<file path="src/rtl/max_select_ctrl.sv">
// -----------------------------------------------------------------------------
// max_select_ctrl
//
// Holds NUM candidate entries {x, y, w, d} and, on request, scans them one per
// clock to find the largest entry. Entries are ordered lexicographically
// (unsigned): d first, then x, then y, then w. A full tie keeps the running
// best, so the lowest index wins.
//
// Optional feature macro: MAXSEL_MASK_EN
//   When defined, the entry_en port exists. It is captured on the accepting
//   edge and masked-off entries can never become best. Masked entries still
//   take their scan cycle, so latency does not depend on the mask.
//
// Ports
//   clk        : clock, all state changes on rising edge
//   rst        : synchronous active-high reset
//   wr_en      : write one entry this cycle (only in IDLE/DONE, not with start)
//   wr_addr    : entry index to write (>= NUM ignored)
//   wr_x/wr_y  : 8-bit candidate fields
//   wr_w       : 4-bit candidate field
//   wr_d       : 17-bit candidate field, primary key
//   start      : one-cycle scan request, accepted only in IDLE
//   entry_en   : per-entry participation mask (MAXSEL_MASK_EN only)
//   busy       : high while scanning (NUM-1 cycles)
//   done       : one-cycle completion pulse
//   best_idx   : winning entry index, held until the next accepted start
//   best_d     : d field of the winner
//   best_found : at least one entry participated
// -----------------------------------------------------------------------------
module max_select_ctrl #(
    parameter int NUM = 8
) (
    input  logic            clk,
    input  logic            rst,
    input  logic            wr_en,
    input  logic [2:0]      wr_addr,
    input  logic [7:0]      wr_x,
    input  logic [7:0]      wr_y,
    input  logic [3:0]      wr_w,
    input  logic [16:0]     wr_d,
    input  logic            start,
`ifdef MAXSEL_MASK_EN
    input  logic [NUM-1:0]  entry_en,
`endif
    output logic            busy,
    output logic            done,
    output logic [2:0]      best_idx,
    output logic [16:0]     best_d,
    output logic            best_found
);

    // Key layout {d, x, y, w}: a plain unsigned compare of the packed key
    // gives exactly the required lexicographic priority.
    localparam int          KW   = 37;
    localparam logic [2:0]  LAST = 3'(NUM - 1);
    localparam logic [3:0]  NUM4 = 4'(NUM);

    typedef enum logic [1:0] {
        ST_IDLE,
        ST_SCAN,
        ST_DONE
    } state_t;

    state_t          state_reg;
    logic [2:0]      pointer_reg;
    logic [KW-1:0]   entry_mem [NUM];
    logic [KW-1:0]   best_key_reg;
    logic [2:0]      best_idx_reg;
    logic            valid_reg;
    logic            busy_reg;
    logic            done_reg;

    logic [KW-1:0]   wr_key;
    logic            wr_ok;
    logic [NUM-1:0]  entry_we;
    logic [KW-1:0]   chal_key;
    logic            chal_en;
    logic            first_en;

    assign wr_key   = {wr_d, wr_x, wr_y, wr_w};
    assign chal_key = entry_mem[pointer_reg];

    // Writes are taken only when no scan is running, and never on the same
    // edge that accepts a start, so the scanned data is a stable snapshot.
    assign wr_ok = wr_en && ({1'b0, wr_addr} < NUM4) &&
                   ((state_reg == ST_DONE) ||
                    ((state_reg == ST_IDLE) && !start));

    generate
        for (genvar gi = 0; gi < NUM; gi++) begin : g_we
            assign entry_we[gi] = wr_ok && (wr_addr == 3'(gi));
        end
    endgenerate

`ifdef MAXSEL_MASK_EN
    logic [NUM-1:0] mask_reg;

    assign first_en = entry_en[0];
    assign chal_en  = mask_reg[pointer_reg];

    always_ff @(posedge clk) begin
        if (rst) begin
            mask_reg <= '0;
        end else if ((state_reg == ST_IDLE) && start) begin
            mask_reg <= entry_en;
        end
    end
`else
    assign first_en = 1'b1;
    assign chal_en  = 1'b1;
`endif

    // Candidate storage
    always_ff @(posedge clk) begin
        for (int i = 0; i < NUM; i++) begin
            if (rst) begin
                entry_mem[i] <= '0;
            end else if (entry_we[i]) begin
                entry_mem[i] <= wr_key;
            end
        end
    end

    // Scan FSM with registered outputs
    always_ff @(posedge clk) begin
        if (rst) begin
            state_reg    <= ST_IDLE;
            pointer_reg  <= '0;
            best_key_reg <= '0;
            best_idx_reg <= '0;
            valid_reg    <= 1'b0;
            busy_reg     <= 1'b0;
            done_reg     <= 1'b0;
        end else begin
            case (state_reg)
                ST_IDLE: begin
                    done_reg <= 1'b0;
                    if (start) begin
                        state_reg    <= ST_SCAN;
                        busy_reg     <= 1'b1;
                        pointer_reg  <= 3'd1;
                        best_idx_reg <= '0;
                        // A masked entry 0 leaves the running best invalid so
                        // the first enabled challenger is taken outright.
                        if (first_en) begin
                            best_key_reg <= entry_mem[0];
                            valid_reg    <= 1'b1;
                        end else begin
                            best_key_reg <= '0;
                            valid_reg    <= 1'b0;
                        end
                    end
                end
                ST_SCAN: begin
                    // Strictly greater only: ties keep the lower index.
                    if (chal_en && (!valid_reg || (chal_key > best_key_reg))) begin
                        best_key_reg <= chal_key;
                        best_idx_reg <= pointer_reg;
                        valid_reg    <= 1'b1;
                    end
                    if (pointer_reg == LAST) begin
                        state_reg   <= ST_DONE;
                        busy_reg    <= 1'b0;
                        done_reg    <= 1'b1;
                        pointer_reg <= '0;
                    end else begin
                        pointer_reg <= pointer_reg + 3'd1;
                    end
                end
                ST_DONE: begin
                    done_reg  <= 1'b0;
                    state_reg <= ST_IDLE;
                end
                default: begin
                    state_reg <= ST_IDLE;
                    busy_reg  <= 1'b0;
                    done_reg  <= 1'b0;
                end
            endcase
        end
    end

    assign busy       = busy_reg;
    assign done       = done_reg;
    assign best_idx   = best_idx_reg;
    assign best_d     = best_key_reg[KW-1:KW-17];
    assign best_found = valid_reg;

endmodule

</file>
<file path="config.mk">
export PLATFORM = sky130hd
export DESIGN_NAME = max_select_ctrl
export DESIGN_NICKNAME = d
export VERILOG_FILES = /design/src/rtl/max_select_ctrl.sv
export SDC_FILE = /design/constraint.sdc
export NUM_CORES = 1
export LEC_CHECK = 0
export BUFFER_PORTS_ARGS = -buffer_cell sky130_fd_sc_hd__clkbuf_2
export CORE_MARGIN = 4
export CORE_UTILIZATION = 67
export CTS_CLUSTER_DIAMETER = 40
export DETAILED_ROUTE_END_ITERATION = 12
export GPL_ROUTABILITY_DRIVEN = 0
export HOLD_SLACK_MARGIN = 0.12
export PLACE_DENSITY = 0.85
export SETUP_SLACK_MARGIN = 0.4
export SLEW_MARGIN = 20
export SYNTH_ARGS = -nofsm -noshare
export SYNTH_HDL_FRONTEND = slang
export SYNTH_SLANG_ARGS = --single-unit
</file>
<file path="constraint.sdc">
create_clock -name clk -period 6.7 [get_ports clk]
set_input_delay 0.67 -clock clk [delete_from_list [all_inputs] [get_ports clk]]
set_output_delay 0.67 -clock clk [all_outputs]
set_load 0.005 [all_outputs]
</file>
==> results.ini, run 1 <==
[sta]
period_minus_slack_ns=5.389
finalHoldWorstSlack_ns=0.4957
final-setup-viol-count=0
finalHoldViolations=0
slew_headroom_pct=26.08
fin_tns_setup_ns=0
fmax_ghz=0.1856
clock_skew_ns=0.02194
timing.final.crit_share_pct=80.43
tightest_slew_ns=1.107
rsz0062_at_grt=no
maxSlewViolCount=0

[clock_tree]
cts_inserted_buffers=40
cts_tree=done
clk_root_buffer_cell=clkbuf_16
cts_setup_buffers=0
cts.sinks=347
clk_pin_slew_ns=0.06
post_cts_resized=0
cts_hold_buf=0
clk_latency_ns=0.54
clk_path_buf_depth=3
htree_levels=2

[synthesis]
syn_inst=1193
synth_edf_count=296
synthFlopType=edfxtp_1
yosysTopAreaCell=edfxtp_1
synth_nets=1276
yosys-top-cells-area=edfxtp_1, and2_1, mux4_2, dfxtp_1, o41ai_2
syn_area_um2=16890
avgSynthCellArea_um2=14.16
yosysTopAreaCellShare_pct=52.62
ys_seq_elements=347
synth_cell_types=49
seq_area_frac_synth_pct=58.66
async_reset_ff_share_pct=0
synth-warning-count=0

[die]
dieArea_um2=27820
ios=67
die_w_um=166.8
initial_core_util_pct=68.85
die_h_um=166.8
row_count=57
coreArea_um2=24530

[drt]
ant_nets=0
drt_first_pass_iters=5
vias=10510
drt_iter0_drc=1176
viasPerCell=6.636
routed_wl_mm=40.59
drc=0
wire_per_inst_um=25.64

[worst_setup_path]
end_kind=flip-flop
cp-start-kind=flip-flop
cp_data_arrival_time_ns=5.83
crit_fanout=37
r2r_setup_slack_ns=1.31
cp.required_ns=7.14
crit_type=flip-flop to flip-flop

[global_route]
grt.total_usage_pct=29.24
use_met2_pct=46.49
grt_util_met1_pct=42.27
met3_usage_pct=5.570
grt_pass1_wl_mm=62.79
grt_pass1_vias=10600
top_usage_layer=met2
grt_max_degree=69
antenna_found_initial=1
grt_overflow=0

[final_layout]
largest_reg_flops=296
final_design_area_no_fill_um2=18730
drive_above_1_share_pct=25.81
n_antenna_cell=0
area_growth_pct=10.89
nNetsFinal=1312

[power]
power.switching_uw=1275
switching_share_pct=24.60
power.internal_uw=3907
pwr-share-comb_pct=10.4
cellLeakagePower_uw=0.007036
seqPwrFrac_pct=48.5
pwr-share-clk_pct=41.0
power.density_nw_per_um2=276.7
finalPower_uw=5182
vdd_drop_max_mv=0.2316

[placed_design]
dp_hpwl_mm=22.23
numPortBuffers=66
placement.cell_area_um2=17440

[job]
drv_cap=0

[status]
status=completed

[min_path]
hold_class=primary input to flip-flop

==> area by class of cell <==
class	count	area [um2]
timing repair buffer	91	530.5
clock inverter	26	254.0
sequential	347	9921
tap	324	405.4
clock buffer	46	1033
inverter	43	161.4
fill	1467	5802
multi-input combinational	706	6426
==> cells in the final DEF (no fill, tap or decap), drive strengths merged, types with 26 or more instances in the layout <==
master	instances
and2	296
buf	26
clkbuf	111
dfxtp	51
edfxtp	296
ha	39
inv	47
mux2	36
mux4	74
nor2	85
o311ai	36
o41ai	36
==> worst paths after layout <==
path | endpoint | from | cells after the start
setup / recovery | best_key_reg[0] | flip-flop | 12
hold / removal | entry_mem[6][29] | wr_d[9] | 2
setup reg to reg | best_key_reg[0] | flip-flop | 12
hold reg to reg | best_key_reg[0] | best_key_reg[0] | 2
==> Yosys cell counts (3+ instances only) <==
| master | number |
|---|---|
| dfxtp_1 | 51 |
| a21oi_1 | 17 |
| o311ai_0 | 36 |
| o41ai_2 | 36 |
| o21ai_0 | 11 |
| ha_1 | 39 |
| buf_4 | 19 |
| nand2_1 | 13 |
| inv_1 | 43 |
| clkbuf_1 | 52 |
| and2_1 | 296 |
| edfxtp_1 | 296 |
| buf_2 | 14 |
| mux2_2 | 36 |
| mux4_2 | 74 |
| nor3_1 | 7 |
| a32o_1 | 3 |
| a22oi_1 | 3 |
| or3_1 | 4 |
| nand3_1 | 7 |
| nor2b_1 | 3 |
| nand4_1 | 8 |
| dlygate4sd1_1 | 5 |
| nor2_1 | 85 |
| buf_12 | 3 |
==> per-layer routing <==
layer / vias up / part of all wire, %
met5: - / 0
met4: 0 / 3.0
met1: 5323 / 39
met2: 564 / 48
li1: 4510 / -
met3: 108 / 9.9
==> power groups by stage <==
stage,combinational (uW),clock (uW),sequential [uW]
after global placement,513,0,2550
final,540,2130,2520
after CTS,535,2140,2520
after floorplan,404,0,2520
after global routing,583,2240,2530
after detailed placement,530,0,2560
==> kinds of logic (layout without fill, tap and decap cells) <==
group / count (synthesis) / after routing / synth area share (%)
buf+inv: 140 / 206 / 4.185
fa+ha+maj: 39 / 39 / 2.889
compound gates: 122 / 122 / 7.229
mux: 112 / 112 / 12.38
flops: 347 / 347 / 58.66
simple gates: 433 / 433 / 14.65
==> metrics by stage <==
step	utilization, %	instances	worst slack, ns
finish	76.35	1583	1.311
global route	76.35	1583	1.030
CTS	76.34	1583	1.356
detailed placement	71.09	1511	1.379
global placement	71.09	1511	1.490
floorplan	-	1193	2.015
==> worst max-delay path, stage by stage (launching register included) <==
cell	delay, ns
dfxtp_4	0.81
buf_12	0.34
mux4_2	0.55
mux2_2	0.30
ha_1	0.32
nand4_1	0.18
nor3_1	0.36
nand4_1	0.18
or3_1	0.42
o21ai_4	0.35
or3_2	0.80
buf_4	0.42
mux2i_1	0.22
(Power assumes the default switching activity.)
==> run 2: changes to the inputs <==
ABC_AREA = 1   (was unset)
CORE_UTILIZATION = 56   (was 67)
PLACE_DENSITY = 0.76   (was 0.85)
clock period = 4.8 ns   (was 6.7 ns; I/O delays follow)
==> run 2 against run 1 <==
  * Clock skew rose by 0.0027 ns
  * Cell count grew 41%
  * Critical endpoint is now best_key_reg[9]
  * Critical path type unchanged
  * Non-clock buffer count fell by 2
  * Clock power up 54%
  * Register-to-register slack lost 0.52 ns
==> results.ini, run 2 <==
[job]
drv_cap=0

[sta]
finalHoldViolations=0
fmax_ghz=0.2497
timing.final.crit_share_pct=83.42
rsz0062_at_grt=no
tightest_slew_ns=1.188
fin_tns_setup_ns=0
period_minus_slack_ns=4.004
slew_headroom_pct=20.73
clock_skew_ns=0.02461
maxSlewViolCount=0
final-setup-viol-count=0

[synthesis]
synth-warning-count=0
yosysTopAreaCellShare_pct=54.23
yosysTopAreaCell=edfxtp_1
syn_inst=1794
ys_seq_elements=347
async_reset_ff_share_pct=0
syn_area_um2=16390
synthFlopType=edfxtp_1
synth_edf_count=296
synth_most_common_cell=nor2_1
yosys-top-cells-area=edfxtp_1, nor2_1, dfxtp_1, o21ai_0, nand2_1
synth_nets=1877
synth_cell_types=28
synthTopCellsByCount=nor2_1, edfxtp_1, nand2_1
seq_area_frac_synth_pct=60.46
avgSynthCellArea_um2=9.136

[die]
initial_core_util_pct=56.95
coreArea_um2=28780
die_h_um=179.1
ios=67
die_w_um=179.1
dieArea_um2=32070
row_count=62

[final_layout]
final_cell_mix=nor2_1, edfxtp_1, nand2_1
n_antenna_cell=0
area_growth_pct=12.73
num-fill-cells=2211
nNetsFinal=1891
drive_above_1_share_pct=10.48
final_util_pct=64.20
largest_reg_flops=296
final_common_cell=nor2_1
final_design_area_no_fill_um2=18480

[drt]
drc=0
drt_iter0_drc=1406
vias=12620
ant_nets=0
routed_wl_mm=42.08
drt_first_pass_iters=9
viasPerCell=5.668
wire_per_inst_um=18.90

[placed_design]
dp_hpwl_mm=23.69
placement.cell_area_um2=16950
numPortBuffers=66

[clock_tree]
cts.sinks=347
clk_pin_slew_ns=0.06
cts_setup_buffers=0
clk_latency_ns=0.54
cts_inserted_buffers=42
htree_levels=2
cts_hold_buf=0
clk_root_buffer_cell=clkbuf_16
cts_tree=done
clk_path_buf_depth=3
post_cts_resized=0

[global_route]
grt.total_usage_pct=26.55
grt_max_degree=83
grt_pass1_vias=12420
grt_pass1_wl_mm=65.82
grt_overflow=0
antenna_found_initial=0

[worst_setup_path]
end_kind=flip-flop
cp.required_ns=5.22
cp_data_arrival_time_ns=4.43
crit_type=flip-flop to flip-flop
cp-start-kind=flip-flop
crit_fanout=55

[power]
vdd_drop_max_mv=0.3332
power.density_nw_per_um2=420.6
cellLeakagePower_uw=0.007631

[status]
status=completed

[min_path]
hold_class=primary input to flip-flop

[run 2: cell count changes after synthesis, moves of 37 or more]
cell / before / now
mux4_2: 74 / 0
a21oi_1: 17 / 54
inv_1: 43 / 135
nor2_1: 85 / 616
o21ai_1: 2 / 63
o21ai_0: 11 / 167
and2_1: 296 / 0
nand2_1: 13 / 184
[run 2: report_power, final]
part           switching, uW  internal (uW)
Combinational            687            317
Clock                   1230           2050
Sequential              63.3           3420
Total                   1980           5790
[run 2: worst max-delay path, stage by stage, from the launching register on]
cell and delay, ns:
dfxtp_4 0.52, inv_4 0.21, buf_12 0.23, a21oi_1 0.16, o21ai_0 0.09, o21ai_0 0.08
nor2_1 0.06, a31oi_1 0.37, ha_1 0.25, nand2_1 0.08, nor2_1 0.33, nor4b_1 0.33
nand3_1 0.11, nand2_1 0.11, nand2_2 0.08, nand2_2 0.29, buf_12 0.27, nand2_1 0.10
nand2_1 0.08, nor2_1 0.04
[run 2: final timing paths]
path                  start               to  slack [ns]  cells past startpoint
setup / recovery  flip-flop  best_key_reg[9]        0.80                     19
hold / removal          rst       best_found        0.16                      2
setup reg to reg  flip-flop  best_key_reg[9]        0.80                     19
hold reg to reg        done             done        0.48                      2
[run 2: kinds of logic after synthesis]
logic type	synth area share (%)
compound gates	10.67
fa+ha+maj	2.977
simple gates	19.20
flops	60.46
buf+inv	6.688
[run 2: routing by layer]
| metal | vias to the layer above | track usage (%) | wire length, um |
|---|---|---|---|
| met1 | 5943 | 35.11 | 16840 |
| met5 | - | 0 | 0 |
| li1 | 5952 | - | - |
| met4 | 0 | 8.475 | 1180 |
| met2 | 616 | 45.10 | 20260 |
| met3 | 105 | 4.323 | 3795 |
[run 2: area by class of cell]
cell class                      count  area, um2  area share (%)
Timing Repair Buffer               89      598.1           3.237
Clock inverter                     16      173.9          0.9413
Tap cell                          384      480.5           2.600
Sequential cell                   347       9918           53.68
Inverter                          137      516.7           2.797
Clock buffer                       62       1303           7.049
Multi-Input combinational cell   1191       5487           29.69
[run 2: stage by stage]
| stage | std cells | power [uW] | hold WS [ns] | worst slack, ns |
|---|---|---|---|---|
| after CTS | 2225 | 7771 | 0.1484 | 0.7638 |
| after global routing | 2226 | 8056 | 0.1612 | 0.5278 |
| after global placement | 2147 | 4482 | 0.4616 | 0.8809 |
| after detailed placement | 2147 | 4519 | 0.4732 | 0.8655 |
| final | 2226 | 7771 | 0.1614 | 0.7958 |
| after floorplan | 1794 | 4231 | 0.4468 | 2.052 |
